$ cat src/rtl/hf_granule_writer_pkg.sv
`default_nettype none
// ============================================================================
//  Module      : hf_pkg
//  Description : Shared types and constants for the Huffman granule writer
//                and the per-table pair decoders.
//  Revision    : 1.0 - initial release
// ============================================================================
package hf_pkg;

    localparam int N_SAMPLES      = 576;
    localparam int MAX_BIG_VALUES = 288;
    localparam int SAMPLE_W       = 16;

    typedef enum logic [1:0] {
        ST_IDLE = 2'd0,
        ST_BIG  = 2'd1,
        ST_FILL = 2'd2,
        ST_DONE = 2'd3
    } hf_wr_state_t;

    typedef struct packed {
        logic signed [SAMPLE_W-1:0] x;
        logic signed [SAMPLE_W-1:0] y;
    } hf_pair_t;

    // Region lookup: ts0 below region 1, ts1 below region 2, ts2 beyond.
    function automatic logic [4:0] hf_table_for(
        input logic [10:0] idx,
        input logic [9:0]  r1,
        input logic [9:0]  r2,
        input logic [14:0] ts
    );
        if (idx < {1'b0, r1}) begin
            return ts[4:0];
        end else if (idx < {1'b0, r2}) begin
            return ts[9:5];
        end else begin
            return ts[14:10];
        end
    endfunction

endpackage
`default_nettype wire

$ cat src/rtl/hf_granule_writer_if.sv
`default_nettype none
// ============================================================================
//  Module      : hf_granule_writer_if
//  Description : Side-info, decoded-pair handshake and sample-RAM write bus
//                of the Huffman granule writer.
//  Revision    : 1.0 - initial release
// ============================================================================
interface hf_granule_writer_if;
    import hf_pkg::*;

    logic                       start;
    logic [8:0]                 big_values;
    logic [9:0]                 region1_start;
    logic [9:0]                 region2_start;
    logic [14:0]                table_sel;
    logic                       pair_valid;
    logic signed [SAMPLE_W-1:0] x_val;
    logic signed [SAMPLE_W-1:0] y_val;
    logic                       hf_ready;
    logic [4:0]                 active_table;
    logic                       wr_en;
    logic [9:0]                 wr_addr;
    logic signed [SAMPLE_W-1:0] wr_data;
    logic                       done;
    logic                       overflow;

    // Upstream side: side-info and decoder output, consumes status
    modport master (
        output start, big_values, region1_start, region2_start, table_sel,
        output pair_valid, x_val, y_val,
        input  hf_ready, active_table, wr_en, wr_addr, wr_data, done, overflow
    );

    // Writer side
    modport slave (
        input  start, big_values, region1_start, region2_start, table_sel,
        input  pair_valid, x_val, y_val,
        output hf_ready, active_table, wr_en, wr_addr, wr_data, done, overflow
    );
endinterface
`default_nettype wire

$ cat src/rtl/hf_granule_writer_fifo.sv
`default_nettype none
// ============================================================================
//  Module      : hf_pair_fifo
//  Description : Small synchronous FIFO of decoded (x,y) pairs.
//                DEPTH must be a power of two, at least 2.
//  Revision    : 1.0 - initial release
// ============================================================================
module hf_pair_fifo
    import hf_pkg::*;
#(
    parameter int DEPTH = 2
) (
    input  logic                       clk,
    input  logic                       rst,
    input  logic                       i_push,
    input  hf_pair_t                   i_data,
    input  logic                       i_pop,
    output hf_pair_t                   o_data,
    output logic [$clog2(DEPTH):0]     o_count,
    output logic                       o_full,
    output logic                       o_empty
);
    localparam int c_AW = $clog2(DEPTH);

    hf_pair_t              r_mem [DEPTH];
    logic [c_AW-1:0]       r_wr_ptr;
    logic [c_AW-1:0]       r_rd_ptr;
    logic [c_AW:0]         r_count;
    logic                  w_do_push;
    logic                  w_do_pop;

    assign w_do_push = i_push && !o_full;
    assign w_do_pop  = i_pop  && !o_empty;
    assign o_full    = (r_count == (c_AW + 1)'(DEPTH));
    assign o_empty   = (r_count == '0);
    assign o_count   = r_count;
    assign o_data    = r_mem[r_rd_ptr];

    // Storage write; contents need no reset since count gates visibility
    always_ff @(posedge clk) begin
        if (w_do_push) begin
            r_mem[r_wr_ptr] <= i_data;
        end
    end

    // Pointers and occupancy; simultaneous push and pop leaves count unchanged
    always_ff @(posedge clk) begin
        if (rst) begin
            r_wr_ptr <= '0;
            r_rd_ptr <= '0;
            r_count  <= '0;
        end else begin
            if (w_do_push) begin
                r_wr_ptr <= r_wr_ptr + 1'b1;
            end
            if (w_do_pop) begin
                r_rd_ptr <= r_rd_ptr + 1'b1;
            end
            case ({w_do_push, w_do_pop})
                2'b10:   r_count <= r_count + 1'b1;
                2'b01:   r_count <= r_count - 1'b1;
                default: r_count <= r_count;
            endcase
        end
    end
endmodule
`default_nettype wire

$ cat src/rtl/hf_granule_writer.sv
`default_nettype none
// ============================================================================
//  Module      : hf_granule_writer
//  Description : Selects the Huffman table per region, buffers decoded pairs
//                and writes them as sequential samples into the granule
//                sample RAM, then zero-fills the rest of the granule.
//  Revision    : 1.0 - initial release
// ============================================================================
module hf_granule_writer #(
    parameter int N_SAMPLES  = hf_pkg::N_SAMPLES,
    parameter int FIFO_DEPTH = 2,
    parameter int SAMPLE_W   = hf_pkg::SAMPLE_W
) (
    input  logic               clk,
    input  logic               rst,
    hf_granule_writer_if.slave bus
);
    localparam int         c_CNT_W     = $clog2(FIFO_DEPTH) + 1;
    localparam logic [9:0] c_LAST_ADDR = 10'(N_SAMPLES - 1);
    localparam logic [8:0] c_MAX_BV    = 9'(hf_pkg::MAX_BIG_VALUES);

    hf_pkg::hf_wr_state_t       r_state;
    hf_pkg::hf_wr_state_t       w_state_nx;

    logic [8:0]                 r_bv, w_bv_nx, w_bv_clamped;
    logic [8:0]                 r_acc, w_acc_nx;
    logic [9:0]                 r_r1, r_r2, w_r1_nx, w_r2_nx;
    logic [14:0]                r_ts, w_ts_nx;
    logic [9:0]                 r_addr;
    logic                       r_phase;
    logic signed [SAMPLE_W-1:0] r_y;
    logic                       r_hf_ready;
    logic [4:0]                 r_active_table;
    logic                       r_overflow;

    logic                       w_start_ok;
    logic                       w_push;
    logic                       w_pop;
    logic                       w_wr_en;
    logic [9:0]                 w_wr_addr;
    logic signed [SAMPLE_W-1:0] w_wr_data;
    logic                       w_ready_nx;
    int                         w_count_nx;

    hf_pkg::hf_pair_t           w_head;
    hf_pkg::hf_pair_t           w_in_pair;
    logic [c_CNT_W-1:0]         w_count;
    logic                       w_full;
    logic                       w_empty;

    // Side-info as it will look after this edge
    assign w_start_ok   = (r_state == hf_pkg::ST_IDLE) && bus.start;
    assign w_bv_clamped = (bus.big_values > c_MAX_BV) ? c_MAX_BV : bus.big_values;
    assign w_bv_nx      = w_start_ok ? w_bv_clamped       : r_bv;
    assign w_r1_nx      = w_start_ok ? bus.region1_start  : r_r1;
    assign w_r2_nx      = w_start_ok ? bus.region2_start  : r_r2;
    assign w_ts_nx      = w_start_ok ? bus.table_sel      : r_ts;

    // Accepted pairs only arrive in BIG while the registered ready is high
    assign w_push    = (r_state == hf_pkg::ST_BIG) && bus.pair_valid && r_hf_ready && !w_full;
    assign w_acc_nx  = w_start_ok ? 9'd0 : (w_push ? r_acc + 9'd1 : r_acc);
    assign w_in_pair = '{x: bus.x_val, y: bus.y_val};

    hf_pair_fifo #(
        .DEPTH   (FIFO_DEPTH)
    ) u_fifo (
        .clk     (clk),
        .rst     (rst),
        .i_push  (w_push),
        .i_data  (w_in_pair),
        .i_pop   (w_pop),
        .o_data  (w_head),
        .o_count (w_count),
        .o_full  (w_full),
        .o_empty (w_empty)
    );

    // State register
    always_ff @(posedge clk) begin
        if (rst) begin
            r_state <= hf_pkg::ST_IDLE;
        end else begin
            r_state <= w_state_nx;
        end
    end

    // Next state and RAM write port: x is popped straight from the FIFO head,
    // y follows from the holding register on the next cycle
    always_comb begin
        w_state_nx = r_state;
        w_pop      = 1'b0;
        w_wr_en    = 1'b0;
        w_wr_addr  = '0;
        w_wr_data  = '0;
        case (r_state)
            hf_pkg::ST_IDLE: begin
                if (bus.start) begin
                    w_state_nx = (w_bv_clamped != 9'd0) ? hf_pkg::ST_BIG : hf_pkg::ST_FILL;
                end
            end
            hf_pkg::ST_BIG: begin
                if (r_phase) begin
                    w_wr_en   = 1'b1;
                    w_wr_addr = r_addr;
                    w_wr_data = r_y;
                end else if (!w_empty) begin
                    w_wr_en   = 1'b1;
                    w_wr_addr = r_addr;
                    w_wr_data = w_head.x;
                    w_pop     = 1'b1;
                end else if (r_acc == r_bv) begin
                    w_state_nx = hf_pkg::ST_FILL;
                end
            end
            hf_pkg::ST_FILL: begin
                w_wr_en   = 1'b1;
                w_wr_addr = r_addr;
                if (r_addr == c_LAST_ADDR) begin
                    w_state_nx = hf_pkg::ST_DONE;
                end
            end
            hf_pkg::ST_DONE: begin
                w_state_nx = hf_pkg::ST_IDLE;
            end
            default: begin
                w_state_nx = hf_pkg::ST_IDLE;
            end
        endcase
    end

    // Ready for the next cycle, from post-edge occupancy and pair count
    always_comb begin
        w_count_nx = int'(w_count) + (w_push ? 1 : 0) - (w_pop ? 1 : 0);
        w_ready_nx = (w_state_nx == hf_pkg::ST_BIG) && (w_count_nx < FIFO_DEPTH) && (w_acc_nx < w_bv_nx);
    end

    // Granule side-info latch and accepted-pair counter
    always_ff @(posedge clk) begin
        if (rst) begin
            r_bv  <= '0;
            r_r1  <= '0;
            r_r2  <= '0;
            r_ts  <= '0;
            r_acc <= '0;
        end else begin
            r_bv  <= w_bv_nx;
            r_r1  <= w_r1_nx;
            r_r2  <= w_r2_nx;
            r_ts  <= w_ts_nx;
            r_acc <= w_acc_nx;
        end
    end

    // Write address counter and x/y phase of the pair writer
    always_ff @(posedge clk) begin
        if (rst) begin
            r_addr  <= '0;
            r_phase <= 1'b0;
            r_y     <= '0;
        end else if (w_start_ok) begin
            r_addr  <= '0;
            r_phase <= 1'b0;
        end else begin
            if (w_wr_en) begin
                r_addr <= r_addr + 10'd1;
            end
            if (r_phase) begin
                r_phase <= 1'b0;
            end else if (w_pop) begin
                r_phase <= 1'b1;
                r_y     <= w_head.y;
            end
        end
    end

    // Registered handshake, table index and sticky overflow
    always_ff @(posedge clk) begin
        if (rst) begin
            r_hf_ready     <= 1'b0;
            r_active_table <= '0;
            r_overflow     <= 1'b0;
        end else begin
            r_hf_ready <= w_ready_nx;
            if (w_start_ok || w_push) begin
                r_active_table <= hf_pkg::hf_table_for({1'b0, w_acc_nx, 1'b0}, w_r1_nx, w_r2_nx, w_ts_nx);
            end
            if (w_start_ok) begin
                r_overflow <= 1'b0;
            end else if (bus.pair_valid && !r_hf_ready) begin
                r_overflow <= 1'b1;
            end
        end
    end

    // A reset cycle must never leak a RAM write
    assign bus.wr_en        = w_wr_en && !rst;
    assign bus.wr_addr      = w_wr_addr;
    assign bus.wr_data      = w_wr_data;
    assign bus.hf_ready     = r_hf_ready;
    assign bus.active_table = r_active_table;
    assign bus.done         = (r_state == hf_pkg::ST_DONE);
    assign bus.overflow     = r_overflow;

endmodule
`default_nettype wire

$ cat src/flat_wrapper.sv
// flat-port wrapper written by rule: the top's interface ports become plain ports
module hf_granule_writer_flat 
#(
    parameter int N_SAMPLES  = hf_pkg::N_SAMPLES,
    parameter int FIFO_DEPTH = 2,
    parameter int SAMPLE_W   = hf_pkg::SAMPLE_W
)
  (clk, rst, bus_start, bus_big_values, bus_region1_start, bus_region2_start, bus_table_sel, bus_pair_valid, bus_x_val, bus_y_val, bus_hf_ready, bus_active_table, bus_wr_en, bus_wr_addr, bus_wr_data, bus_done, bus_overflow);
  hf_granule_writer_if bus_i ();
  input  logic clk;
  input  logic rst;
  input wire logic [$bits(bus_i.start)-1:0] bus_start;
  input wire logic [$bits(bus_i.big_values)-1:0] bus_big_values;
  input wire logic [$bits(bus_i.region1_start)-1:0] bus_region1_start;
  input wire logic [$bits(bus_i.region2_start)-1:0] bus_region2_start;
  input wire logic [$bits(bus_i.table_sel)-1:0] bus_table_sel;
  input wire logic [$bits(bus_i.pair_valid)-1:0] bus_pair_valid;
  input wire logic [$bits(bus_i.x_val)-1:0] bus_x_val;
  input wire logic [$bits(bus_i.y_val)-1:0] bus_y_val;
  output wire logic [$bits(bus_i.hf_ready)-1:0] bus_hf_ready;
  output wire logic [$bits(bus_i.active_table)-1:0] bus_active_table;
  output wire logic [$bits(bus_i.wr_en)-1:0] bus_wr_en;
  output wire logic [$bits(bus_i.wr_addr)-1:0] bus_wr_addr;
  output wire logic [$bits(bus_i.wr_data)-1:0] bus_wr_data;
  output wire logic [$bits(bus_i.done)-1:0] bus_done;
  output wire logic [$bits(bus_i.overflow)-1:0] bus_overflow;
  assign bus_i.start = bus_start;
  assign bus_i.big_values = bus_big_values;
  assign bus_i.region1_start = bus_region1_start;
  assign bus_i.region2_start = bus_region2_start;
  assign bus_i.table_sel = bus_table_sel;
  assign bus_i.pair_valid = bus_pair_valid;
  assign bus_i.x_val = bus_x_val;
  assign bus_i.y_val = bus_y_val;
  assign bus_hf_ready = bus_i.hf_ready;
  assign bus_active_table = bus_i.active_table;
  assign bus_wr_en = bus_i.wr_en;
  assign bus_wr_addr = bus_i.wr_addr;
  assign bus_wr_data = bus_i.wr_data;
  assign bus_done = bus_i.done;
  assign bus_overflow = bus_i.overflow;
  hf_granule_writer #(.N_SAMPLES(N_SAMPLES), .FIFO_DEPTH(FIFO_DEPTH), .SAMPLE_W(SAMPLE_W)) u_core (.clk(clk), .rst(rst), .bus(bus_i));
endmodule
$ cat config.mk
export PLATFORM = sky130hd
export DESIGN_NAME = hf_granule_writer_flat
export DESIGN_NICKNAME = d
export VERILOG_FILES = /design/src/rtl/hf_granule_writer_pkg.sv /design/src/rtl/hf_granule_writer_if.sv /design/src/rtl/hf_granule_writer_fifo.sv /design/src/rtl/hf_granule_writer.sv /design/src/flat_wrapper.sv
export SDC_FILE = /design/constraint.sdc
export NUM_CORES = 1
export LEC_CHECK = 0
export ABC_AREA = 1
export BUFFER_PORTS_ARGS = -buffer_cell sky130_fd_sc_hd__buf_2
export CAP_MARGIN = 40
export CORE_AREA = 5 5 124 185
export CTS_BUF_LIST = sky130_fd_sc_hd__clkbuf_8
export CTS_CLUSTER_SIZE = 12
export DETAILED_ROUTE_END_ITERATION = 8
export DIE_AREA = 0 0 129 190
export HOLD_SLACK_MARGIN = 0.15
export PLACE_DENSITY = 0.62
export SYNTH_ARGS = -nofsm -noshare
export SYNTH_HDL_FRONTEND = slang
export SYNTH_SLANG_ARGS = --single-unit
$ cat constraint.sdc
create_clock -name clk -period 4.4 [get_ports clk]
set_input_delay 0 -clock clk [delete_from_list [all_inputs] [get_ports clk]]
set_output_delay 0 -clock clk [all_outputs]
set_load 0.03 [all_outputs]
* Word-level counts from Yosys, hierarchy flattened
Memory sizes are Yosys's and may differ from the RTL's. A register that Yosys moved wholly into a read port is not among the register bits. Index checks and enable logic that the tools add are counted.
Word-level totals: bits of input ports 80, word-level logic and storage cells 97, memories 1, memory bits (writable) 64, register bits 93
Operators by class: $lt $le $gt $ge 5, muxes and demuxes 35, bitwise gates (word level) 2, reduce and logical (&&, ||, !) cells 22, add/sub/neg operators 8, equality and inequality tests 9
Memories:
- u_core.u_fifo.r_mem | words 2, width 32, rd ports 1, clocked after Yosys merged registers in 1, wr ports 1, line hf_granule_writer_fifo.sv:25 | hf_pair_t r_mem [DEPTH];
Operators by type and width (number):
- two-way mux 16 bit | 3
- two-way mux 10 bit | 4
- two-way mux 9 bit | 4
- adder 3 x 32 -> 32 bit | 1
- < comparator 32 x 3 -> 1 bit, second input constant | 1
- subtractor 32 bit | 1
- < comparator 10 bit | 2
- case mux 10 bit (2 select lines) | 1
- two-way mux 15 bit | 1
- two-way mux 2 bit | 6
- two-way mux 1 bit | 11
- adder 10 x 1 -> 10 bit, second input constant | 1
- equality test 10 bit, second input constant | 1
- logical AND 1 bit | 10
- two-way mux 5 bit | 2
- adder 9 x 1 -> 9 bit, second input constant | 1
- equality test 9 bit | 1
- > comparator 9 bit, second input constant | 1
- < comparator 9 bit | 1
- nonzero test 9 bit | 1
- equality test 2 bit, second input constant | 4
- case mux 2 bit (4 select lines) | 1
- equality test 2 x 1 -> 1 bit, second input constant | 3
- zero test 1 bit | 4
- other kinds (12) | 15

* Longest topological paths before layout
Gate-level depths: netlist of run 1.
word-level depth 10, mapped depth 22

* Cells and area by module
Synthesis of run 1 repeated with hierarchy kept, for this count alone.
Second synthesis, totals: cells, all modules 794, area, all modules 7518.5 µm²
By module, submodules not included:
- hf_granule_writer | area an instance 4782.1 µm², cells an instance 654, times used 1
- hf_pair_fifo | area an instance 2736.4 µm², cells an instance 140, times used 1

* Worst setup path before layout of run 1
OpenSTA, ideal clock, no wires.
path type register to register, from register u_core.r_state[1], to memory u_core.u_fifo.r_mem[1][0] in the netlist's numbering (enable), path slack 1.525 ns, arrival time 2.452 ns, data required time 3.977 ns, cell stages (with the launch flop) 7, clock period less this slack 2.875 ns, path through dfxtp_1 inv_1 ha_1 nand3_2 nor2_4 inv_1 nor2_1
On the way: word-level cells in the longest chain between the ends 7
Ends and longest elaborated chain:
- from (decl) | line hf_granule_writer.sv:22 | hf_pkg::hf_wr_state_t r_state;
- from (signal assigned) | line hf_granule_writer.sv:81 | r_state <= hf_pkg::ST_IDLE;
- from (signal assigned) | line hf_granule_writer.sv:83 | r_state <= w_state_nx;
- equality test 2 x 1 -> 1 bit | line hf_granule_writer.sv:60 | assign w_push = (r_state == hf_pkg::ST_BIG) && bus.pair_valid && r_hf_ready && !w_full;
- logical AND 1 bit (3 in series) | line hf_granule_writer.sv:60
- logical AND 1 bit | line hf_granule_writer_fifo.sv:32 | assign w_do_push = i_push && !o_full;
- two-way mux 1 bit | line hf_granule_writer_fifo.sv:41 | if (w_do_push) begin
- two-way mux 1 bit (implied by the code) | line hf_granule_writer_fifo.sv:42 | r_mem[r_wr_ptr] <= i_data;
- to (decl) | line hf_granule_writer_fifo.sv:25
Every way passes these cells.

* Worst setup path after layout of run 1
from register u_core.r_state[0], to register u_core.r_hf_ready (netlist: u_core.bus.hf_ready)
On the way: word-level cells in the longest chain between the ends 10, elaborated cells on any way between the ends 27, classes of those cells 2 x add/sub; 2 x order compare; 4 x eq/ne; 12 x mux; 7 x reduce/logical
Ends and longest elaborated chain:
- equality test 2 x 1 -> 1 bit | line hf_granule_writer.sv:60, hf_granule_writer.sv:95
- logical AND 1 bit (3 in series) | line hf_granule_writer.sv:60
- two-way mux 1 bit | line hf_granule_writer.sv:133 | w_count_nx = int'(w_count) + (w_push ? 1 : 0) - (w_pop ? 1 : 0);
- adder 3 x 32 -> 32 bit | line hf_granule_writer.sv:133
- subtractor 32 bit | line hf_granule_writer.sv:133
- < comparator 32 x 3 -> 1 bit | line hf_granule_writer.sv:134 | w_ready_nx = (w_state_nx == hf_pkg::ST_BIG) && (w_count_nx < FIFO_DEPTH) && (w_acc_nx < w_bv_nx);
- logical AND 1 bit | line hf_granule_writer.sv:134
- logical AND 1 bit * | line hf_granule_writer.sv:134
- to (signal assigned) | line hf_granule_writer.sv:183 | r_hf_ready <= w_ready_nx;
- to (decl) | line hf_granule_writer.sv:32 | logic r_hf_ready;
Mark *: on every way between the ends. The rest lies on a longest branch, timed or not. A chain may end at the register's enable or synchronous reset.

==> out/metrics.cfg, run 1 <==
[critical_path]
start_kind = register
endpoint_kind = register
worstPathRequired_ns = 4.80
cp.arrival_ns = 3.78
worstPathMaxFanout = 47
crit_type = register to register

[power_and_ir_drop]
finalPower_mw = 3.19
peakVddDrop_uv = 156
p_leak_nw = 4.37
p_per_area_nw_per_um2 = 326

[yosys]
synth_cells = 807
synth_enable_flop_cells = 64
synthesis.nets = 926
yosysTopAreaCell = edfxtp_1
syn_avg_cell_area_um2 = 9.01
synthTopCellsByArea = edfxtp_1 (26%), dfxtp_1 (26%), nand2_1 (7.4%)
ys_warn_count = 0
synth_seq_cells = 158
yosysUniqueCellTypes = 38
yosys-top-cells-count = nand2_1 (143), nor2_1 (133), dfxtp_1 (94)
seq_area_frac_synth_pct = 52.3
yosysTopAreaCellShare_pct = 26.4
syn-cell-area_um2 = 7270
synth_ff_type = dfxtp_1
synth.most_common_cell = nand2_1
async_reset_ff_share_pct = 0

[final_layout]
fin_util_pct = 45.9
drive_above_1_share_pct = 16.4
fin_area_um2 = 9790
fin_nets = 1160
syn_to_final_growth_pct = 34.7

[detailed_routing]
drtIter0Drc = 299
drc = 0
wirelength_um = 19300
dr_total_vias = 6190
firstDrtPassIters = 4
antenna_left = 0
wl_per_cell_um = 14.6
via_per_inst = 4.66

[placement]
place_area_um2 = 8190
globalplace.congestion = 0.832
hpwlAfterDp_um = 13100
portBuffers = 114

[clocking]
numCtsBuffers = 17
clock-sinks = 158
clkLatencyLatePin_ns = 0.46
cts_tree = done
root_buffer = clkbuf_8
post_cts_resized = 0
cts_max_path_buffers = 2
cts.clk_slew.worst_paths_ns = 0.09
h-tree-depth = 4
postCtsSetupRepairBufs = 0
cts_hold_buf = 122

[run_status]
status = finished, final reports clean

[floorplan]
start_util_pct = 34.1
die-area_um2 = 24500
die_w_um = 129
ios = 115
die_h_um = 190
rows = 66
core_um2 = 21300

[timing]
post-route-period-util_pct = 76.7
skew_ns = 0.0133
fmax_ghz = 0.296
hold_ws_ns = 0.263
worst-slew-pin-transition_ns = 0.766
finalMaxSlewViolations = 0
hold_viol = 0
layout_min_cycle_time_ns = 3.38
rsz0062_at_grt = no
setup_viol = 0
final.setup.tns_ns = 0
slew_headroom_pct = 48.9

[global_routing]
grt_antenna_before_repair = 1
grt_pass1_wl_um = 30800
grt_overflow = 0
grt_pass1_vias = 6217
grt_usage_pct = 16.0
grt_max_degree = 57

[flow_run]
cap_violations = 0

[worst_hold_path]
hold_path.class = primary input to register

[worst max-delay path, cell delays in order (launching register included)]
cell and delay, ns:
dfxtp_1 0.39, inv_1 0.12, ha_1 0.24, nand2_2 0.08, buf_4 0.56, nor2_1 0.16, nand2_1 0.10, dlygate4sd3_1 0.55
o21ai_0 0.08, inv_1 0.13, ha_1 0.26, nand4_1 0.11, inv_1 0.05, nand2_1 0.06, nand3_1 0.08, a21oi_1 0.14
nand3_1 0.11, nor2_1 0.10
[registers in the layout (all words and copies together) (netlist names), 5 cells and up, named ones only]
register	cells
u_core.r_r1	10
u_core.u_fifo.r_mem	64
u_core.r_addr	10
u_core.r_y	16
u_core.bus.active_table	5
u_core.r_bv	9
u_core.r_r2	10
u_core.r_ts	15
u_core.r_acc	9
[report_power, final]
part	internal [mW]	switching, mW	total [mW]	leakage, nW
Sequential	1.58	0.0239	1.60	1.34
Combinational	0.249	0.298	0.548	2.84
Clock	0.456	0.583	1.04	0.194
[worst paths after layout]
kind / slack (ns) / to / cells past startpoint / startpoint
max: 1.02 / u_core.bus.hf_ready / 17 / u_core.r_state[0]
min: 0.26 / u_core.u_fifo.r_mem[1][24] / 2 / bus_x_val[8]
max reg2reg: 1.02 / u_core.bus.hf_ready / 17 / u_core.r_state[0]
min reg2reg: 0.46 / u_core.r_y[15] / 2 / u_core.r_y[15]
[stage by stage]
stage / std cells / setup slack [ns]
final: 1327 / 1.02
after global routing: 1327 / 0.697
after CTS: 1326 / 0.984
after detailed placement: 1172 / 1.06
after global placement: 1167 / 1.17
after floorplan: 807 / 1.53
[metal layers]
metal	up-vias	global-route usage, %	share of wire [%]
li1	3158	-	-
met1	2896	16.7	39
met2	115	30.7	56
met3	21	3.46	3.8
met4	0	5.82	2.0
met5	-	0	0
[cell families (layout without fill, tap and decap cells)]
kind of cell / after synthesis / in the layout / share of synthesized area, %
AO/OA/AOI/OAI: 112 / 112 / 9.02
XOR/XNOR: 10 / 10 / 1.20
adder cells (fa/ha/maj): 39 / 39 / 6.92
buffers and inverters: 110 / 357 / 6.15
flip-flops: 158 / 158 / 52.3
multiplexers: 30 / 30 / 4.13
other: 0 / 1 / 0
AND/OR/NAND/NOR: 348 / 348 / 20.2
[area by class of cell]
cell class                      instances  area, um2
Timing Repair Buffer                  245       1930
Fill cell                            2118      11500
Antenna cell                            1       2.50
Tap cell                              272        340
Sequential cell                       158       3800
Multi-Input combinational cell        539       3040
Inverter                               80        300
Clock buffer                           17        234
Clock inverter                         15        138
[cell usage in the layout, fill, tap and decap left out, drive strengths merged, types with 16 or more instances in the layout]
cell type      n
clkbuf        17
o21ai         35
dfxtp         94
buf          123
a21oi         47
o32ai         16
nand3         38
dlygate4sd3  122
inv           88
ha            37
nor2         135
nand2        146
mux2i         30
edfxtp        64
No activity file was read; power rests on OpenSTA's default activity.
==> run 2: changes to the inputs <==
- PLACE_DENSITY: 0.62 -> 0.64
- clock period: 4.4 -> 2.9 ns (I/O delays scaled with it)
==> run 2 against run 1 <==
Sequential share of layout area down 1.3 points. Maximum frequency up 19%. Critical path depth up 4. Die area unchanged. Utilization up 1.7 points. First-iteration DRC count down 8.0%. Clock skew up 0.0056 ns. Sequential cell count unchanged. Sequential power up 52%. Count of clock-buffer cells in the layout unchanged. Power up 56%. Via count up 3.9%. Largest power group unchanged.
==> out/metrics.cfg, run 2 (synthesized netlist as in run 1, its figures left out) <==
[clocking]
cts_max_path_buffers = 2  ; unchanged
cts.clk_slew.worst_paths_ns = 0.10  ; about the same
h-tree-depth = 4  ; unchanged
cts_tree = done
clkLatencyLatePin_ns = 0.46  ; about the same
clock-sinks = 158  ; unchanged
numCtsBuffers = 17  ; unchanged
root_buffer = clkbuf_8

[final_layout]
final_common_cell = nand2_1
num-fill-cells = 2019  ; -4.7%
fin_util_pct = 47.6  ; +1.7 points
antenna_cells = 0  ; -1
mostFrequentLayoutCells = nand2_1 (139), nor2_1 (126), dlygate4sd3_1 (123)
fin_area_um2 = 10100  ; +3.6%
syn_to_final_growth_pct = 39.5
largest_register = u_core.u_fifo.r_mem
seq_area_um2 = 3810  ; +0.13%
drive_above_1_share_pct = 21.4  ; +5.0 points
top_regs = u_core.u_fifo.r_mem x64, u_core.r_y x16, u_core.r_ts x15
largest_reg_flops = 64  ; unchanged
fin_nets = 1188  ; +2.4%
multi_input_area_um2 = 3180  ; +4.7%
final_cell_count_no_fill = 1354  ; +2.0%

[run_status]
status = finished, final reports clean

[detailed_routing]
firstDrtPassIters = 4  ; unchanged
drc = 0  ; unchanged
wirelength_um = 19600  ; +1.3%
wl_per_cell_um = 14.5  ; -0.74%
drtIter0Drc = 275  ; -8.0%
antenna_left = 0  ; unchanged
via_per_inst = 4.75  ; +1.9%
dr_total_vias = 6433  ; +3.9%

[critical_path]
cpMaxStageDelayCell = dfxtp_2
worstPathMaxFanout = 5  ; -89%
path_cells = inv_2 > ha_4 > nand3_4 > nor2_4 > nand2_2 > nor3_4 > nand4_1 > xor2_1 > nor2_2 > ha_1 > nand2_1 > inv_1 > nand3_2 > nor2_2 > nand3_2 > buf_6 > nand3_2 > nand3_1 > nand3_1 > nand2_1 > inv_1
endpoint_kind = register
start_kind = register
cp.arrival_ns = 3.23  ; -0.55 ns
slowest_delay_ns = 0.34  ; -0.22 ns
path_buf_inv = 4  ; -1
crit_type = register to register
critPathMostFrequentCell = nand3_2
worstPathRequired_ns = 3.30  ; -1.50 ns
crit_family = simple AND/OR/NAND/NOR gates

[placement]
portBuffers = 114  ; unchanged
dpl.cell_count = 1192  ; +1.7%
place_area_um2 = 8310  ; +1.4%
hpwlAfterDp_um = 13400  ; +2.2%
globalplace.congestion = 0.858  ; +3.1%

[timing]
slew_headroom_pct = 53.4  ; +4.5 points
worst-slew-pin-transition_ns = 0.698  ; -0.0685 ns
layout_min_cycle_time_ns = 2.83  ; -0.548 ns
post-route-period-util_pct = 97.5  ; +21 points
skew_ns = 0.0189  ; +0.00557 ns
hold_viol = 0  ; unchanged
fmax_ghz = 0.354  ; +19%
rsz0062_at_grt = yes
setup_viol = 0  ; unchanged
hold_ws_ns = 0.257  ; -0.00592 ns
finalMaxSlewViolations = 0  ; unchanged

[power_and_ir_drop]
p_int_mw = 3.49  ; +53%
sw_frac_of_total_pct = 30.1  ; +1.7 points
power_frac_seq_pct = 48.7  ; -1.5 points
finalPower_mw = 4.99  ; +56%
p_per_area_nw_per_um2 = 492  ; +51%
pwr-share-clk_pct = 32.5  ; about the same
peakVddDrop_uv = 292  ; +87%
pwr-share-comb_pct = 18.8  ; +1.6 points
p_sw_mw = 1.50  ; +66%
p_leak_nw = 4.53  ; +3.5%

[global_routing]
grt_overflow = 0  ; unchanged
grt_busiest_layer = met2
grt_max_degree = 56  ; -1.8%
gr-usage-met2_pct = 29.7  ; -0.96 points
met3_usage_pct = 3.06  ; -0.39 points
grt_antenna_before_repair = 0  ; -1
grt_usage_pct = 16.1  ; +0.16 points
grt_use_met1_pct = 17.5  ; +0.85 points
grt_pass1_vias = 6473  ; +4.1%
grt_pass1_wl_um = 31400  ; +2.0%

[worst_hold_path]
hold_path.class = primary input to register

[floorplan]
die_w_um = 129  ; unchanged
rows = 66  ; unchanged
core_um2 = 21300  ; unchanged
die-area_um2 = 24500  ; unchanged
die_h_um = 190  ; unchanged
ios = 115  ; unchanged
start_util_pct = 34.1  ; unchanged

[flow_run]
cap_violations = 0  ; unchanged

==> run 2: changes by cell type in the layout (fill, tap and decap cells not counted), moves of 4 or more <==
cell | previous run | this run
nor2_1 | 131 | 126
nand3_1 | 35 | 26
nand3_2 | 3 | 11
buf_4 | 4 | 32
a21oi_1 | 47 | 42
a21oi_2 | 0 | 5
nor2_2 | 1 | 5
==> run 2: area by class of cell <==
type / instances / area share, %
Clock buffer: 17 / 2.31
Clock inverter: 15 / 1.63
Inverter: 80 / 2.96
Multi-Input combinational cell: 539 / 31.3
Sequential cell: 158 / 37.6
Tap cell: 272 / 3.36
Timing Repair Buffer: 273 / 20.8
==> run 2: repair_timing <==
| action | CTS | global route |
|---|---|---|
| gates cloned | 0 | 0 |
| hold buffers | 123 | 0 |
| gates resized for setup | 1 | 39 |
| setup buffers | 0 | 8 |
| setup endpoints to repair | 2 | 8 |
| hold endpoints to repair | 140 | 0 |
| pin swaps | 0 | 19 |
==> run 2: metal layers <==
| metal | part of all wire (%) | vias to the layer above | wire [um] |
|---|---|---|---|
| li1 | - | 3223 | - |
| met2 | 54 | 143 | 10500 |
| met4 | 3.3 | 0 | 651 |
| met1 | 40 | 3030 | 7760 |
| met5 | 0 | - | 0 |
| met3 | 3.3 | 37 | 650 |
==> run 2: metrics by stage <==
stage,setup TNS (ns),setup slack [ns]
after detailed placement,-0.00550,-0.00550
after global routing,-0.666,-0.172
after CTS,0,0.00128
final,0,0.0720
after floorplan,0,0.0250
after global placement,0,0.0970
==> run 2: final timing paths <==
check / from / end / slack [ns] / cells past startpoint
setup / recovery: u_core.r_state[1] / u_core.bus.active_table[0] / 0.07 / 21
hold / removal: bus_x_val[9] / u_core.u_fifo.r_mem[0][25] / 0.26 / 2
setup reg to reg: u_core.r_state[1] / u_core.bus.active_table[0] / 0.07 / 21
hold reg to reg: u_core.r_y[4] / u_core.r_y[4] / 0.46 / 2
==> run 2: power by group through the flow <==
stage / registers [mW] / logic [mW] / clock network, mW
CTS: 2.42 / 0.875 / 1.68
global placement: 2.47 / 0.704 / 0
floorplan: 2.50 / 0.445 / 0
finish: 2.43 / 0.936 / 1.62
global route: 2.44 / 1.04 / 1.77
detailed placement: 2.48 / 0.707 / 0
==> run 3: changes to the inputs <==
- ABC_AREA: 1 -> default
- CORE_AREA: 5 5 124 185 -> 5 5 123 183
- DIE_AREA: 0 0 129 190 -> 0 0 128 188
==> run 3 against run 2 <==
Power grew 4.6%. Synthesized cell count decreased by 20%. Count of clock-buffer cells in the layout unchanged. Largest cell class unchanged. Highest routed layer unchanged.
==> out/metrics.cfg, run 3 <==
[critical_path]
cpMaxStageDelayCell = a221o_1
crit_family = compound AO/OA/AOI/OAI gates
endpoint_kind = register
regToRegStartpoint = u_core.r_state[1]
slowest_delay_ns = 0.34  ; about the same
worstPathRequired_ns = 3.25  ; -0.05 ns
crit_path_start = u_core.r_state[1]
r2r_setup_slack_ns = 0.05  ; -0.03 ns
cp.depth = 13  ; -38%
rr_worst_depth = 13  ; -38%
path_cells = inv_2 > ha_4 > and3_4 > nand4_1 > nor2_1 > xnor2_1 > nor2_2 > ha_1 > a21o_1 > a21oi_2 > o32ai_4 > o31a_1 > a221o_1
cp.arrival_ns = 3.20  ; -0.03 ns
endpoint = u_core.bus.active_table[2]
path_buf_inv = 1  ; -3
r2r-end = u_core.bus.active_table[2]
worstPathMaxFanout = 5  ; unchanged
crit_type = register to register
start_kind = register

[final_layout]
num-fill-cells = 1934  ; -4.2%
syn_to_final_growth_pct = 39.6  ; about the same
drive_above_1_share_pct = 24.8  ; +3.3 points
top_regs = u_core.u_fifo.r_mem x64, u_core.r_y x16, u_core.r_ts x15
largest_reg_flops = 64  ; unchanged
largest_register = u_core.u_fifo.r_mem
fin_nets = 1026  ; -14%
fin_area_um2 = 9880  ; -2.5%
mostFrequentLayoutCells = dlygate4sd3_1 (114), buf_2 (114), dfxtp_1 (89)

[power_and_ir_drop]
peakVddDrop_uv = 397  ; +36%
p_leak_nw = 4.06  ; -10%
finalPower_mw = 5.21  ; +4.6%
p_per_area_nw_per_um2 = 528  ; +7.3%

[yosys]
yosysUniqueCellTypes = 52  ; +37%
yosysTopAreaCell = edfxtp_1
synth_cells = 647  ; -20%
yosys-top-cells-count = dfxtp_1 (94), nor2_1 (86), mux2i_1 (68)
synthesis.nets = 766  ; -17%
syn_avg_cell_area_um2 = 10.9  ; +21%
seq_area_frac_synth_pct = 53.7  ; +1.4 points
synth_seq_cells = 158  ; unchanged
synth.most_common_cell = dfxtp_1
synthTopCellsByArea = edfxtp_1 (27%), dfxtp_1 (27%), mux2i_1 (9.6%)
ys_warn_count = 0  ; unchanged
synth_enable_flop_cells = 64  ; unchanged
async_reset_ff_share_pct = 0  ; unchanged
yosysTopAreaCellShare_pct = 27.2  ; +0.72 points
syn-cell-area_um2 = 7080  ; -2.6%
synth_ff_type = dfxtp_1

[clocking]
cts_max_path_buffers = 2  ; unchanged
numCtsBuffers = 17  ; unchanged
cts_tree = done
h-tree-depth = 4  ; unchanged
clkLatencyLatePin_ns = 0.47  ; about the same
clock-sinks = 158  ; unchanged
cts.clk_slew.worst_paths_ns = 0.08  ; -0.02 ns
root_buffer = clkbuf_8

[detailed_routing]
drc = 0  ; unchanged
via_per_inst = 4.83  ; +1.7%
wirelength_um = 18500  ; -5.6%
drtIter0Drc = 207  ; -25%
dr_total_vias = 5746  ; -11%
wl_per_cell_um = 15.5  ; +7.5%
antenna_left = 0  ; unchanged
firstDrtPassIters = 4  ; unchanged

[timing]
worst-slew-pin-transition_ns = 0.755  ; +0.0573 ns
post-route-period-util_pct = 98.4  ; +0.88 points
fmax_ghz = 0.350  ; -0.90%
setup_ws_ns = 0.0464  ; -0.0256 ns
skew_ns = 0.0133  ; -0.00559 ns
hold_ws_ns = 0.197  ; -0.0603 ns
final.setup.tns_ns = 0  ; unchanged
setup_viol = 0  ; unchanged
rsz0062_at_grt = yes
slew_headroom_pct = 49.7  ; -3.7 points
hold_viol = 0  ; unchanged
layout_min_cycle_time_ns = 2.85  ; +0.0256 ns
finalMaxSlewViolations = 0  ; unchanged

[floorplan]
ios = 115  ; unchanged
die_h_um = 188  ; -1.1%
rows = 65  ; -1.5%
die_w_um = 128  ; -0.78%
die-area_um2 = 24100  ; -1.8%
start_util_pct = 34.0  ; -0.12 points
core_um2 = 20800  ; -2.3%

[global_routing]
grt_pass1_vias = 6164  ; -4.8%
grt_pass1_wl_um = 29800  ; -5.0%
grt_overflow = 0  ; unchanged
grt_usage_pct = 15.8  ; -0.34 points
grt_antenna_before_repair = 1  ; +1
grt_max_degree = 45  ; -20%

[flow_run]
cap_violations = 0  ; unchanged

[placement]
dp_slack_ns = -0.105  ; -0.0994 ns
globalplace.congestion = 0.816  ; -4.9%
hpwlAfterDp_um = 12200  ; -8.9%
place_area_um2 = 8260  ; -0.59%
portBuffers = 114  ; unchanged

[run_status]
status = finished, final reports clean

[worst_hold_path]
hold_path.class = primary input to register

run 3: changes by cell type in the layout (fill, tap and decap cells not counted), sizes merged, moves of 13 or more:
cell / previous run / this run
nand2: 146 / 41
buf: 150 / 163
and2: 0 / 14
o32ai: 16 / 1
nand3: 38 / 5
mux2i: 30 / 68
a211oi: 1 / 17
a21oi: 47 / 29
inv: 89 / 13
nor2: 135 / 87
run 3: timing repair:
item                       4_1_cts  5_1_grt
buffers inserted                 1        0
gates cloned                     0        0
hold buffers                   114        0
gates resized for setup         10       13
hold endpoints to repair       118        0
setup endpoints to repair        5        6
pin swaps                        4        3
run 3: worst min path at each step:
stage / start / end / slack, ns / depth (start not counted)
2_1_floorplan: bus_y_val[0] / u_core.u_fifo.r_mem[0][0] / 0.1 / 0
4_1_cts: rst / u_core.r_ts[1] / 0.16 / 2
3_5_place_dp: bus_y_val[5] / u_core.u_fifo.r_mem[1][5] / 0.19 / 1
6_report: rst / u_core.r_ts[1] / 0.20 / 2
5_1_grt: rst / u_core.r_ts[1] / 0.22 / 2
3_3_place_gp: bus_x_val[15] / u_core.u_fifo.r_mem[1][31] / 0.19 / 1
run 3: report_power, final:
part	total (mW)	switching [mW]	internal, mW
sequential	2.48	0.0533	2.43
combinational	1.22	0.633	0.592
clock	1.51	0.838	0.668
run 3: per-stage QoR:
step | instances | utilization (%)
finish | 1189 | 47.5
global route | 1189 | 47.5
CTS | 1188 | 47.1
detailed placement | 1041 | 39.7
global placement | 1041 | 39.7
floorplan | 647 | -
run 3: per-layer routing:
| metal | vias to the layer above | routed length [um] | GRT usage (%) |
|---|---|---|---|
| met1 | 2738 | 6860 | 15.9 |
| met3 | 48 | 551 | 3.16 |
| met2 | 119 | 10300 | 29.8 |
| met4 | 0 | 758 | 8.54 |
| met5 | - | 0 | 0 |
| li1 | 2841 | - | - |
run 3: area by class of cell:
class / count / area [um2] / area share, %
clock inverters: 15 / 125 / 1.27
well taps: 268 / 335 / 3.39
multi-input cells: 442 / 3220 / 32.6
diodes: 1 / 2.50 / 0.0253
inverters: 11 / 41.3 / 0.418
flip-flops and latches: 158 / 3810 / 38.6
clock buffers: 17 / 234 / 2.37
repair buffers: 277 / 2120 / 21.4
run 3: cells by family (layout without fill, tap and decap cells):
kind of cell               Yosys count  in the layout  synth area share, %
and+or+nand+nor                    207            207                 13.7
other                                0              1                    0
muxes                               68             68                 9.62
adders and majority gates           39             39                 7.11
DFF                                158            158                 53.7
xor gates and xnor gates            26             26                 3.22
buffers and inverters               47            320                 2.78
AOI/OAI and AO/OA                  102            102                 9.85
